===== config.mk =====
export PLATFORM = sky130hd
export DESIGN_NAME = lcd_ctrl
export DESIGN_NICKNAME = d
export VERILOG_FILES = /design/src/rtl/lcd_pkg.sv /design/src/rtl/lcd_timer.sv /design/src/rtl/lcd_ctrl.sv
export SDC_FILE = /design/constraint.sdc
export NUM_CORES = 1
export LEC_CHECK = 0
export ABC_AREA = 1
export ABC_CLOCK_PERIOD_IN_PS = 2100
export CAP_MARGIN = 20
export CORE_MARGIN = 2
export CORE_UTILIZATION = 35
export CTS_CLUSTER_DIAMETER = 120
export CTS_CLUSTER_SIZE = 24
export DETAILED_ROUTE_END_ITERATION = 10
export SETUP_SLACK_MARGIN = 0.5
export SLEW_MARGIN = 10
export SYNTH_ARGS = -nofsm -noshare
export SYNTH_HDL_FRONTEND = slang
export SYNTH_SLANG_ARGS = --single-unit

===== constraint.sdc =====
create_clock -name i_clk -period 2.1 [get_ports i_clk]
set_clock_uncertainty 0.05 [all_clocks]
set_input_delay 0.21 -clock i_clk [delete_from_list [all_inputs] [get_ports i_clk]]
set_output_delay 0.21 -clock i_clk [all_outputs]
set_load 0.02 [all_outputs]

===== src/rtl/lcd_pkg.sv =====
// Shared definitions for the HD44780 character LCD controller: FSM states,
// power-on init command bytes and small helpers used at elaboration/runtime.
package lcd_pkg;

   typedef enum logic [2:0] {
      S_IDLE  = 3'd0,
      S_SETUP = 3'd1,
      S_PULSE = 3'd2,
      S_HOLD  = 3'd3,
      S_WAIT  = 3'd4,
      S_PWRUP = 3'd5,
      S_INIT  = 3'd6
   } lcd_state_t;

   localparam logic [7:0] LCD_CMD_FUNC_SET = 8'h38;
   localparam logic [7:0] LCD_CMD_DISP_ON  = 8'h0C;
   localparam logic [7:0] LCD_CMD_CLEAR    = 8'h01;
   localparam logic [7:0] LCD_CMD_ENTRY    = 8'h06;

   localparam int INIT_LEN = 4;

   function automatic int max_int(input int a, input int b);
      return (a > b) ? a : b;
   endfunction

   // Power-on init ROM, issued in index order.
   function automatic logic [7:0] init_cmd(input logic [1:0] idx);
      logic [7:0] cmd;
      case (idx)
         2'd0:    cmd = LCD_CMD_FUNC_SET;
         2'd1:    cmd = LCD_CMD_DISP_ON;
         2'd2:    cmd = LCD_CMD_CLEAR;
         default: cmd = LCD_CMD_ENTRY;
      endcase
      return cmd;
   endfunction

   // Clear (0x01) and Return Home (0x02/0x03) instructions need the long settle.
   function automatic logic needs_clr_wait(input logic rs, input logic [7:0] data);
      return !rs && (data[7:2] == 6'd0) && (data != 8'd0);
   endfunction

endpackage


===== src/rtl/lcd_timer.sv =====
// Loadable down-counter shared by every timed state of the LCD controller.
// A load value of zero is stretched to one cycle; done marks the final cycle.
module lcd_timer #(
   parameter int             W       = 8,
   parameter logic [W-1:0]   RST_VAL = 1
) (
   input  logic          clk,
   input  logic          rst,
   input  logic          load,
   input  logic [W-1:0]  load_val,
   output logic          done
);

   logic [W-1:0] count_reg;

   always_ff @(posedge clk or posedge rst) begin
      if (rst) begin
         count_reg <= RST_VAL;
      end else if (load) begin
         count_reg <= (load_val == '0) ? W'(1) : load_val;
      end else if (count_reg > W'(1)) begin
         count_reg <= count_reg - W'(1);
      end
   end

   assign done = (count_reg <= W'(1));

endmodule


===== src/rtl/lcd_ctrl.sv =====
// HD44780 bus timing engine: one byte per handshake, setup/EN/hold/settle.
// Define LCD_INIT_EN to run the power-on delay and init sequence in hardware.
module lcd_ctrl
   import lcd_pkg::*;
#(
   parameter int T_SETUP    = 2,
   parameter int T_EN_HIGH  = 12,
   parameter int T_HOLD     = 2,
   parameter int T_CMD_WAIT = 2000,
   parameter int T_CLR_WAIT = 82000,
   parameter int T_PWRUP    = 750000
) (
   input  logic        i_clk,
   input  logic        i_rst,
   input  logic        i_cmd_vld,
   input  logic        i_cmd_rs,
   input  logic [7:0]  i_cmd_data,
   output logic        o_cmd_rdy,
   output logic        o_init_done,
   output logic        o_lcd_on,
   output logic        o_lcd_en,
   output logic        o_lcd_rs,
   output logic        o_lcd_rw,
   output logic [7:0]  o_lcd_data
);

   localparam int MAX_T = max_int(max_int(max_int(T_SETUP, T_EN_HIGH), max_int(T_HOLD, T_CMD_WAIT)),
                                  max_int(max_int(T_CLR_WAIT, T_PWRUP), 1));
   localparam int CNT_W = $clog2(MAX_T + 1);

   localparam logic [CNT_W-1:0] LD_ONE   = CNT_W'(1);
   localparam logic [CNT_W-1:0] LD_SETUP = CNT_W'(T_SETUP);
   localparam logic [CNT_W-1:0] LD_EN    = CNT_W'(T_EN_HIGH);
   localparam logic [CNT_W-1:0] LD_HOLD  = CNT_W'(T_HOLD);
   localparam logic [CNT_W-1:0] LD_CMD   = CNT_W'(T_CMD_WAIT);
   localparam logic [CNT_W-1:0] LD_CLR   = CNT_W'(T_CLR_WAIT);

`ifdef LCD_INIT_EN
   localparam lcd_state_t       RST_STATE = S_PWRUP;
   localparam logic [CNT_W-1:0] RST_CNT   = CNT_W'(T_PWRUP);
`else
   localparam lcd_state_t       RST_STATE = S_IDLE;
   localparam logic [CNT_W-1:0] RST_CNT   = LD_ONE;
`endif

   lcd_state_t        state_reg, state_next;
   logic              rdy_reg, rdy_next;
   logic              done_reg, done_next;
   logic              on_reg;
   logic              en_reg, en_next;
   logic              rs_reg, rs_next;
   logic [7:0]        data_reg, data_next;
   logic              long_wait_reg, long_wait_next;
   logic              timer_load;
   logic [CNT_W-1:0]  timer_val;
   logic              timer_done;

`ifdef LCD_INIT_EN
   logic [2:0]        init_idx_reg, init_idx_next;
`endif

   lcd_timer #(
      .W       (CNT_W),
      .RST_VAL (RST_CNT)
   ) u_timer (
      .clk      (i_clk),
      .rst      (i_rst),
      .load     (timer_load),
      .load_val (timer_val),
      .done     (timer_done)
   );

   always_comb begin
      state_next     = state_reg;
      timer_load     = 1'b0;
      timer_val      = LD_ONE;
      rs_next        = rs_reg;
      data_next      = data_reg;
      long_wait_next = long_wait_reg;
`ifdef LCD_INIT_EN
      init_idx_next  = init_idx_reg;
`endif
      case (state_reg)
         S_IDLE: begin
            if (i_cmd_vld && rdy_reg) begin
               rs_next        = i_cmd_rs;
               data_next      = i_cmd_data;
               long_wait_next = needs_clr_wait(i_cmd_rs, i_cmd_data);
               state_next     = S_SETUP;
               timer_load     = 1'b1;
               timer_val      = LD_SETUP;
            end
         end
         S_SETUP: begin
            if (timer_done) begin
               state_next = S_PULSE;
               timer_load = 1'b1;
               timer_val  = LD_EN;
            end
         end
         S_PULSE: begin
            if (timer_done) begin
               state_next = S_HOLD;
               timer_load = 1'b1;
               timer_val  = LD_HOLD;
            end
         end
         S_HOLD: begin
            if (timer_done) begin
               state_next = S_WAIT;
               timer_load = 1'b1;
               timer_val  = long_wait_reg ? LD_CLR : LD_CMD;
            end
         end
         S_WAIT: begin
            if (timer_done) begin
               timer_load = 1'b1;
               timer_val  = LD_ONE;
`ifdef LCD_INIT_EN
               state_next = (init_idx_reg == 3'(INIT_LEN)) ? S_IDLE : S_INIT;
`else
               state_next = S_IDLE;
`endif
            end
         end
`ifdef LCD_INIT_EN
         S_PWRUP: begin
            if (timer_done) begin
               state_next = S_INIT;
               timer_load = 1'b1;
               timer_val  = LD_ONE;
            end
         end
         // INIT is the hardware counterpart of an IDLE accept cycle.
         S_INIT: begin
            rs_next        = 1'b0;
            data_next      = init_cmd(init_idx_reg[1:0]);
            long_wait_next = needs_clr_wait(1'b0, init_cmd(init_idx_reg[1:0]));
            init_idx_next  = init_idx_reg + 3'd1;
            state_next     = S_SETUP;
            timer_load     = 1'b1;
            timer_val      = LD_SETUP;
         end
`endif
         default: begin
            state_next = S_IDLE;
            timer_load = 1'b1;
            timer_val  = LD_ONE;
         end
      endcase

      rdy_next = (state_next == S_IDLE);
      en_next  = (state_next == S_PULSE);
`ifdef LCD_INIT_EN
      done_next = done_reg | (state_next == S_IDLE);
`else
      done_next = 1'b1;
`endif
   end

   always_ff @(posedge i_clk or posedge i_rst) begin
      if (i_rst) begin
         state_reg     <= RST_STATE;
         rdy_reg       <= 1'b0;
         done_reg      <= 1'b0;
         on_reg        <= 1'b0;
         en_reg        <= 1'b0;
         rs_reg        <= 1'b0;
         data_reg      <= 8'h00;
         long_wait_reg <= 1'b0;
      end else begin
         state_reg     <= state_next;
         rdy_reg       <= rdy_next;
         done_reg      <= done_next;
         on_reg        <= 1'b1;
         en_reg        <= en_next;
         rs_reg        <= rs_next;
         data_reg      <= data_next;
         long_wait_reg <= long_wait_next;
      end
   end

`ifdef LCD_INIT_EN
   always_ff @(posedge i_clk or posedge i_rst) begin
      if (i_rst) begin
         init_idx_reg <= 3'd0;
      end else begin
         init_idx_reg <= init_idx_next;
      end
   end
`endif

   assign o_cmd_rdy   = rdy_reg;
   assign o_init_done = done_reg;
   assign o_lcd_on    = on_reg;
   assign o_lcd_en    = en_reg;
   assign o_lcd_rs    = rs_reg;
   assign o_lcd_rw    = 1'b0;
   assign o_lcd_data  = data_reg;

endmodule


**After elaboration in Yosys (flattened, before gate mapping)**

Cells that the tools add are included.

- Bits in registers: 36
- Input port bits: 12
- Output and inout bits: 14

- $add $sub $neg: 1
- $lt $le $gt $ge: 2
- Equal/unequal tests: 5
- Multiplexer cells: 18
- Reductions and logical operators: 12

Operators with widths:

| operator | count |
|---|---|
| 20-bit one-hot mux with 4 select lines | 1 |
| 20-bit 2-to-1 mux | 3 |
| 17-bit 2-to-1 mux | 2 |
| 20-bit by 1-bit > comparator with 1-bit output, second input constant | 1 |
| 20-bit by 1-bit less-or-equal comparator with 1-bit output, second input constant | 1 |
| 20-bit zero test | 1 |
| 20-bit by 1-bit subtractor with 20-bit output, second input constant | 1 |
| 3-bit 2-to-1 mux | 5 |
| 3-bit one-hot mux with 5 select lines | 1 |
| 3-bit by 2-bit == test with 1-bit output, second input constant | 3 |
| 8-bit nonzero test | 1 |
| 3-bit zero test | 2 |
| 6-bit zero test | 1 |
| 2-bit 2-to-1 mux | 2 |
| 4-bit 2-to-1 mux | 1 |
| 4-bit OR reduction | 1 |
| 3-bit by 1-bit == test with 1-bit output, second input constant | 1 |
| 3-bit == test, second input constant | 1 |
| 1-bit logical AND | 3 |
| 1-bit 2-to-1 mux | 2 |
| 1-bit one-hot mux with 2 select lines | 1 |
| 2-bit AND reduction | 1 |
| 2-bit nonzero test | 1 |
| 1-bit zero test | 1 |

**Logic depth before layout (Yosys ltp)**

Gate-level depths: netlist of run 1.

- Word-level depth: 6
- Gate-level depth with buffers: 11
- Depth with buffers taken out: 11

**By module**

Synthesis of run 1 repeated with hierarchy kept, for this count alone.

- Cells, all modules: 352
- Area, all modules: 2,401.1 um^2

By module, submodules not included:

| module | instances | cells an instance | area an instance (um^2) | sequential area each (um^2) |
|---|---|---|---|---|
| lcd_timer | 1 | 260 | 1,595.3 | 501.7 |
| lcd_ctrl | 1 | 92 | 805.8 | 400.4 |

**Worst setup path after synthesis of run 1**

No wires, ideal clock.

- Path type: register -> register
- From: register u_timer.count_reg[0]
- To: register u_timer.count_reg[4]
- Library setup time: 0.077 ns
- Arrival: 1.641 ns
- Data required time: 1.973 ns
- Setup slack: 0.332 ns
- Cell stages (with the launch flop): 11
- Cell sequence: dfstp_2 -> inv_1 -> ha_1 -> nand2_4 -> nor2_8 -> nor2_4 -> nor2_8 -> nand2_4 -> buf_6 -> nand3_2 -> a21oi_1

- Longest elaborated chain between the ends: 6

RTL lines:

| what | RTL line | source |
|---|---|---|
| start, declared | lcd_timer.sv:14 | `logic [W-1:0] count_reg;` |
| start signal, assigned | lcd_timer.sv:20 | `count_reg <= (load_val == '0) ? W'(1) : load_val;` |
| start signal, assigned | lcd_timer.sv:22 | `count_reg <= count_reg - W'(1);` |
| 20-bit by 1-bit less-or-equal comparator with 1-bit output | lcd_timer.sv:26 | `assign done = (count_reg <= W'(1));` |
| 17-bit 2-to-1 mux, or another cell as far along | lcd_ctrl.sv:109 | `if (timer_done) begin` |
| 20-bit one-hot mux with 4 select lines | lcd_ctrl.sv:83 | `case (state_reg)` |
| 20-bit zero test | lcd_timer.sv:20 |  |
| 20-bit 2-to-1 mux | lcd_timer.sv:20 |  |
| 20-bit 2-to-1 mux | lcd_timer.sv:19 | `end else if (load) begin` |

Parallel ways exist; a longest one is shown, timed or not. The select of a mux whose other input is x is not followed.
A chain may end at the register's enable or synchronous reset.

**Worst setup path after layout of run 1**

- From: register u_timer.count_reg[0]
- To: register u_timer.count_reg[18]

The elaborated chain is that of the path after synthesis.

==> out/metrics.cfg, run 1 <==
[clock_tree]
cts_buffers=5
cts.reportedPaths.clkPinSlew_ns=0.08
clock_path_buffers=2
cts_hold_buf=0
clockRootBuffer=clkbuf_8
tritoncts=built
clk-insertion-delay-late_ns=0.30
clock-sinks=36
h-tree-depth=2

[setup_path]
worstPathMaxFanout=7
max_stage_delay_ns=0.61
required_ns=2.23
r2r_end=u_timer.count_reg[18]$_DFFE_PP0P_
cp-start-kind=flip-flop
slowest_stage=dfstp_2
r2r-start=u_timer.count_reg[0]$_DFFE_PP1P_
crit_chain=ha_4 > nand2_4 > nor2_4 > nor2_4 > nor2_8 > nand2_8 > nand2_8 > inv_2 > nand2_2 > nor2_1
worstSetupPathType=flip-flop to flip-flop
r2r_cells=10
worstPathArrival_ns=1.88
critPathCaptureType=flip-flop
regToRegSetupSlack_ns=0.35

[synth]
synth_top_cell_by_area=dfrtp_1
synth-seq-cells=36
syn_inst=283
ys_types=30
synth_area_um2=2200
synth_top_cell_area_share_pct=39.8
synthesis.nets=297
ys_warn_count=0
ys_seq_area_share_pct=40.9
synthTopCellsByArea=dfrtp_1 40%, nand2_1 12%, nor2_1 6.5%, nand3_2 5.5%, inv_1 4.6%
syn_avg_cell_area_um2=7.79

[pwr]
power_per_cell_area_nw_per_um2=443
power.leakage_nw=1.41
ir_drop_v=0.000336
totalPowerFinal_mw=1.27

[routing]
wirelength_um=5120
wl_per_cell_um=13.0
via_per_inst=4.67
drc=0
ant_nets=0
drt_iter0_drc=123
dr.pass1.iters=4
num_vias=1846

[global_route]
antenna_found_initial=0
grt_pass1_wl_um=8490
grt_overflow_total=0
grt_start_max_net_pins=37
grt_use_total_pct=15.1
grt_pass1_vias=1821

[floorplan]
ioPinCount=26
design.die.area_um2=6950
initial_core_util_pct=36.8
die_h_um=83.3
core_area_um2=5990
die_w_um=83.3
rows=28

[layout]
synthToLayoutAreaGrowth_pct=30.1
final_core_util_pct=47.8
finalInstanceArea_um2=2870
final_layout_size_suffix_gt1_share_pct=25.3
final_common_cell=nand2_1
antenna_cells=0
largest_reg_flops=20
instances_no_fill=395
nets=333
final_cell_mix=70 x nand2_1, 35 x nor2_1, 34 x dfrtp_1

[placed_design]
post-place-ws_ns=0.266
dp.final_hpwl_um=3640
io_buffers=24
post_dp_cell_area_um2=2530
gp_congestion=0.875
placedCellCount=379

[min_path]
min_path_type=input port to async pin

[run]
drv_cap=0

[sta]
rsz0062_at_grt=true
period_share_pct=83.1
finalSetupViolCount=0
fin_hold_ws_ns=0.259
post-route-min-period_ns=1.75
final_max_slew_viol_count=0
fmax_ghz=0.573
tns_ns=0
worst_slack_ns=0.354
finalHoldViolCount=0

[status]
status=finished clean

-- power by group --
group	internal (mW)	switching [mW]
sequential	0.694	0.000446
combinational	0.0231	0.0236
clock	0.267	0.263
-- cells by family (layout without fill, tap and decap cells) --
kind of cell | Yosys count | count (layout) | synth area share [%]
AO/OA/AOI/OAI | 23 | 23 | 5.57
XOR/XNOR | 11 | 11 | 4.37
adder cells (fa/ha/maj) | 2 | 2 | 1.14
buffers and inverters | 37 | 72 | 7.15
flip-flops | 36 | 36 | 40.9
other | 2 | 2 | 0.341
AND/OR/NAND/NOR | 172 | 174 | 40.5
-- Yosys cell counts --
master and number:
buf_6 1, nor3_1 7, nor4_1 1, o21ai_1 3, inv_2 5, dfstp_2 1
clkbuf_1 1, a21oi_2 1, buf_4 3, xnor2_1 3, nand3_2 12, nor2_2 9
inv_1 27, nor2_4 4, o21bai_1 1, nand2_4 5, nor2_1 38, o22ai_1 1
o21ai_0 6, nand3b_1 1, nand2_2 4, xor2_1 8, nand3_1 13, conb_1 2
ha_1 2, nand4_1 3, dfrtp_1 35, nor2_8 2, nand2_1 73, a21oi_1 11
-- cell type report --
type / count / area [µm²]
Clock inverter: 1 / 7.51
Tap cell: 75 / 93.8
Fill cell: 579 / 3120
Inverter: 32 / 134
Timing Repair Buffer: 32 / 329
Sequential cell: 36 / 903
Multi-Input combinational cell: 212 / 1310
Clock buffer: 7 / 86.3
-- per-layer routing --
metal	vias to the layer above	GRT usage, %	wire [µm]
met5	-	0	0
met2	44	23.1	2340
met3	7	3.38	232
met4	0	5.66	81
met1	834	20.9	2470
li1	961	-	-
-- critical path: cells and delay by family (launching register included) --
kind	cells	cell delay, ns
DFF	1	0.61
and+or+nand+nor	8	0.77
adders and majority gates	1	0.16
buffers and inverters	1	0.04
-- timing repair --
action / 4_1_cts / 5_1_grt
gates cloned: 1 / 1
gates resized for setup: 13 / 23
setup endpoints to repair: 23 / 31
pin swaps: 2 / 11
setup buffers: 2 / 4
-- worst max path at each step --
stage	cells after the start	slack (ns)	start	to
2_1_floorplan	10	0.46	u_timer.count_reg[0]$_DFFE_PP1P_	u_timer.count_reg[4]$_DFFE_PP0P_
3_3_place_gp	11	0.31	u_timer.count_reg[0]$_DFFE_PP1P_	u_timer.count_reg[18]$_DFFE_PP0P_
3_5_place_dp	11	0.27	u_timer.count_reg[0]$_DFFE_PP1P_	u_timer.count_reg[18]$_DFFE_PP0P_
4_1_cts	8	0.37	u_timer.count_reg[0]$_DFFE_PP1P_	o_lcd_en$_DFF_PP0_
5_1_grt	8	0.28	u_timer.count_reg[0]$_DFFE_PP1P_	u_timer.count_reg[16]$_DFFE_PP0P_
6_report	10	0.35	u_timer.count_reg[0]$_DFFE_PP1P_	u_timer.count_reg[18]$_DFFE_PP0P_
No activity file was read; power rests on OpenSTA's default activity.
==> run 2: changes to the inputs <==
ABC_CLOCK_PERIOD_IN_PS = 1400   (was 2100)
clock period = 1.4 ns   (was 2.1 ns; I/O delays follow)
==> out/metrics.cfg, run 2 (synthesis results as in run 1) <==
[status]
status=finished, violations left
violations=setup timing

[floorplan]
die_w_um=83.3
core_area_um2=5990
design.die.area_um2=6950
ioPinCount=26
initial_core_util_pct=36.8
die_h_um=83.3
rows=28

[clock_tree]
cts.reportedPaths.clkPinSlew_ns=0.08
tritoncts=built
clk-insertion-delay-late_ns=0.29
clockRootBuffer=clkbuf_8
cts_buffers=5
clock_path_buffers=2
cts_hold_buf=0
clock-sinks=36
h-tree-depth=2

[sta]
post-route-min-period_ns=1.70
fmax_ghz=0.589
final_max_slew_viol_count=0
rsz0062_at_grt=true
fin_hold_ws_ns=0.185
finalSetupViolCount=25
tns_ns=-6.10
period_share_pct=121
worst_slack_ns=-0.299
finalHoldViolCount=0

[setup_path]
cp-start-kind=flip-flop
worstSetupPathType=flip-flop to flip-flop
critPathCaptureType=flip-flop
slowest_stage=dfstp_2
crit_chain=ha_2 > nand2_4 > nor2_4 > nor2_4 > nor2_8 > nand2_8 > buf_4 > a21oi_1 > nor2_1
r2r-start=u_timer.count_reg[0]$_DFFE_PP1P_
worstPathMaxFanout=5
r2r_end=u_timer.count_reg[0]$_DFFE_PP1P_
worstPathArrival_ns=1.87
r2r_cells=9
required_ns=1.57
cp_common_cell=nor2_4
regToRegSetupSlack_ns=-0.30
max_stage_delay_ns=0.56

[layout]
finalInstanceArea_um2=3510
nets=401
antenna_cells=0
largest_reg_flops=20
final_cell_mix=67 x buf_4, 61 x nand2_1, 34 x dfrtp_1
instances_no_fill=463
final_common_cell=buf_4
final_layout_size_suffix_gt1_share_pct=47.7
fill_cells=521
synthToLayoutAreaGrowth_pct=59.3

[placed_design]
gp_congestion=0.885
io_buffers=24
post_dp_cell_area_um2=3020
placedCellCount=433
dp.final_hpwl_um=4220

[pwr]
totalPowerFinal_mw=1.92
ir_drop_v=0.000411
power_per_cell_area_nw_per_um2=548
power.leakage_nw=1.81

[global_route]
grt_use_total_pct=17.0
grt_start_max_net_pins=37
antenna_found_initial=0
grt_pass1_wl_um=9610
grt_pass1_vias=2104
grt_overflow_total=0

[routing]
drc=0
num_vias=2171
wirelength_um=5990
wl_per_cell_um=12.9
drt_iter0_drc=56
via_per_inst=4.69
dr.pass1.iters=4
ant_nets=0

[run]
drv_cap=0

[min_path]
min_path_type=input port to async pin

## run 2: cell types whose count changed in the layout (fill, tap and decap cells not counted), sizes merged
| cell | before | now |
|---|---|---|
| nand2 | 84 | 83 |
| buf | 8 | 90 |
| clkdlybuf4s50 | 24 | 11 |
| clkbuf | 7 | 6 |
| clkinvlp | 2 | 3 |
## run 2: critical path: cells and delay by family, from the launching register on
kind	cells	cell delay (ns)
AO/OA/AOI/OAI	1	0.12
adder cells (fa/ha/maj)	1	0.19
buffers and inverters	1	0.15
flip-flops	1	0.56
AND/OR/NAND/NOR	6	0.56
## run 2: per-layer routing
metal | share of wire (%) | vias up | global-route usage (%)
met2 | 54 | 41 | 30.4
met1 | 42 | 1032 | 21.3
li1 | - | 1096 | -
met5 | 0 | - | 0
met4 | 0.25 | 0 | 3.13
met3 | 3.7 | 2 | 3.38
## run 2: final cells by class
cell class	instances	area [µm²]	share of cell area, %
clock buffer	6	82.6	2.35
clock inverter	2	15.0	0.428
inverter	32	136	3.89
multi-input combinational	211	1370	39.0
sequential	36	903	25.7
tap	75	93.8	2.67
timing repair buffer	101	911	26.0
## run 2: repair_timing
item | 4_1_cts | 5_1_grt
gates resized for setup | 98 | 35
setup buffers | 7 | 14
hold endpoints to repair | 0 | 0
cloned | 0 | 1
setup endpoints to repair | 48 | 48
pin swaps | 5 | 14
## run 2: how the worst max path moves through the flow
stage                     slack, ns                              from                                 to  cells after the start
after global placement        -0.24  u_timer.count_reg[0]$_DFFE_PP1P_  u_timer.count_reg[18]$_DFFE_PP0P_                     10
after floorplan               -0.22  u_timer.count_reg[0]$_DFFE_PP1P_   u_timer.count_reg[4]$_DFFE_PP0P_                     10
after global routing          -0.38  u_timer.count_reg[0]$_DFFE_PP1P_                 o_lcd_en$_DFF_PP0_                     10
after detailed placement      -0.27  u_timer.count_reg[0]$_DFFE_PP1P_   u_timer.count_reg[6]$_DFFE_PP0P_                     10
after CTS                     -0.26  u_timer.count_reg[0]$_DFFE_PP1P_   u_timer.count_reg[0]$_DFFE_PP1P_                      9
final                         -0.30  u_timer.count_reg[0]$_DFFE_PP1P_   u_timer.count_reg[0]$_DFFE_PP1P_                      9
## run 2: where the power goes
part | internal [mW] | switching, mW
combinational | 0.0396 | 0.0396
clock | 0.399 | 0.404
sequential | 1.04 | 0.00130
total | 1.48 | 0.444
## run 2: per-stage QoR
stage | setup slack (ns) | utilization (%)
2_1_floorplan | -0.222 | -
3_5_place_dp | -0.269 | 50.4
5_1_grt | -0.384 | 58.6
6_report | -0.299 | 58.6
4_1_cts | -0.261 | 54.3
3_3_place_gp | -0.239 | 50.4
==> RTL edit: new RTL, settings of run 1 <==
The option `LCD_INIT_EN` is turned on by a define.
--- a/src/rtl/lcd_ctrl.sv
+++ b/src/rtl/lcd_ctrl.sv
@@ -1,5 +1,7 @@
 // HD44780 bus timing engine: one byte per handshake, setup/EN/hold/settle.
 // Define LCD_INIT_EN to run the power-on delay and init sequence in hardware.
+`define LCD_INIT_EN
+
 module lcd_ctrl
    import lcd_pkg::*;
 #(
Behaviour: not the same (Yosys sat finds a counterexample within 4 cycles, from zero or initial values and one cycle with i_rst high).
==> RTL edit against run 1 <==
  * Design area increased by 13%
  * Routed wire length increased by 17%
  * Die area is 14% higher
  * Synthesized area rose by 15%
  * Worst setup slack better by 50 ps
  * Largest cell class unchanged
  * Sequential cell count grew 4
  * Critical path type unchanged
Power is left out: it rests on default switching activity, and per cell area and clock period it moved more than threefold.
==> RTL edit: results (changes against run 1) <==
status=finished, final reports clean (unchanged); overall routing resource usage=0.1644 (was 0.1512); metal3 WL=250 µm (was 232 µm); pre-CTS setup slack=302.6 ps (was 266.0 ps); compound-gate portion of the synthesized area=0.09465 (was 0.05565); Placed Area=2890 µm² (was 2527 µm²); first-pass GRT wire length=10.06 mm (was 8.493 mm); Detailed Route WL=6.004 mm (was 5.122 mm); Top delay family on crit path=flip-flops (was simple AND/OR/NAND/NOR gates); total CTS buffers=5 (unchanged); crit path to=u_timer.count_reg[6]$_DFFE_PP0P_ (was u_timer.count_reg[18]$_DFFE_PP0P_); synth unique cells=41 (was 30); crit path launch=u_timer.count_reg[0]$_DFFE_PP0P_ (was u_timer.count_reg[0]$_DFFE_PP1P_); most frequent cells after synthesis=nand2_1 (46), nor2_1 (38), inv_1 (31) (was nand2_1 (73), nor2_1 (38), dfrtp_1 (35)); minimum hold slack=297.9 ps (was 259.2 ps); metal2 WL=2.966 mm (was 2.343 mm); Post-DP HPWL=4.306 mm (was 3.644 mm); final worst setup slack=403.5 ps (was 354.0 ps); Worst EP arrival=1830 ps (was 1880 ps); CP Max Fanout=12 (was 7); largest net degree at the start of global routing=41 (was 37); worst-margin pin slew=510.7 ps; Final Net Count=362 (was 333); Avg Cell Area, Syn=8.530 µm² (was 7.786 µm²); largest cells by area after synthesis=dfrtp_1 (28%), dfstp_2 (12%), nand2_1 (6.8%) (was dfrtp_1 (40%), nand2_1 (12%), nor2_1 (6.5%)); syn_nets=314 (was 297); slowest stage delay, CP=440 ps (was 610 ps); XOR/XNOR Fraction of Synth Area=0.04163 (was 0.04373); Placer Congestion=0.8706 (was 0.8746); Crit-path slowest cell=dfrtp_2 (was dfstp_2); Iter 0 DRT Violations=86 (was 123); sequential element share of the synthesized area=0.4024 (was 0.4094); share of layout cells above drive strength 1=0.3420 (was 0.2531); vias in the first global route=2,185 (was 1,821); Critical R2R Launch=u_timer.count_reg[0]$_DFFE_PP0P_ (was u_timer.count_reg[0]$_DFFE_PP1P_); M1 WL=2.706 mm (was 2.465 mm); placed insts=415 (was 379); # fillers=702 (was 579)
-- RTL edit: cell types whose count changed after synthesis, sizes merged, moves of 4 or more --
cell | run 1 | this run
nand2 | 82 | 60
dfstp | 1 | 12
dfrtp | 35 | 28
nand4 | 3 | 10
nor3 | 7 | 13
inv | 32 | 37
ha | 2 | 6
o21ai | 9 | 13
-- RTL edit: timing repair --
action / in CTS / in global routing
gates cloned: 0 / 0
endpoints found under the setup margin: 26 / 33
hold endpoints to repair: 0 / 0
resized for setup: 16 / 20
pin swaps: 7 / 4
buffers inserted: 16 / 2
-- RTL edit: cell type report --
type                    count  area, µm²  area share
inverters                  37      146.4     0.04533
multi-input cells         216       1455      0.4506
clock buffers               8      90.09     0.02790
repair buffers             44      400.4      0.1240
flip-flops and latches     40       1017      0.3150
well taps                  96      120.1     0.03719
-- RTL edit: routing by layer --
metal	up-vias	GRT usage
li1	1048	-
met1	1024	0.2082
met2	51	0.2761
met3	11	0.03970
met4	0	0.05563
met5	-	0
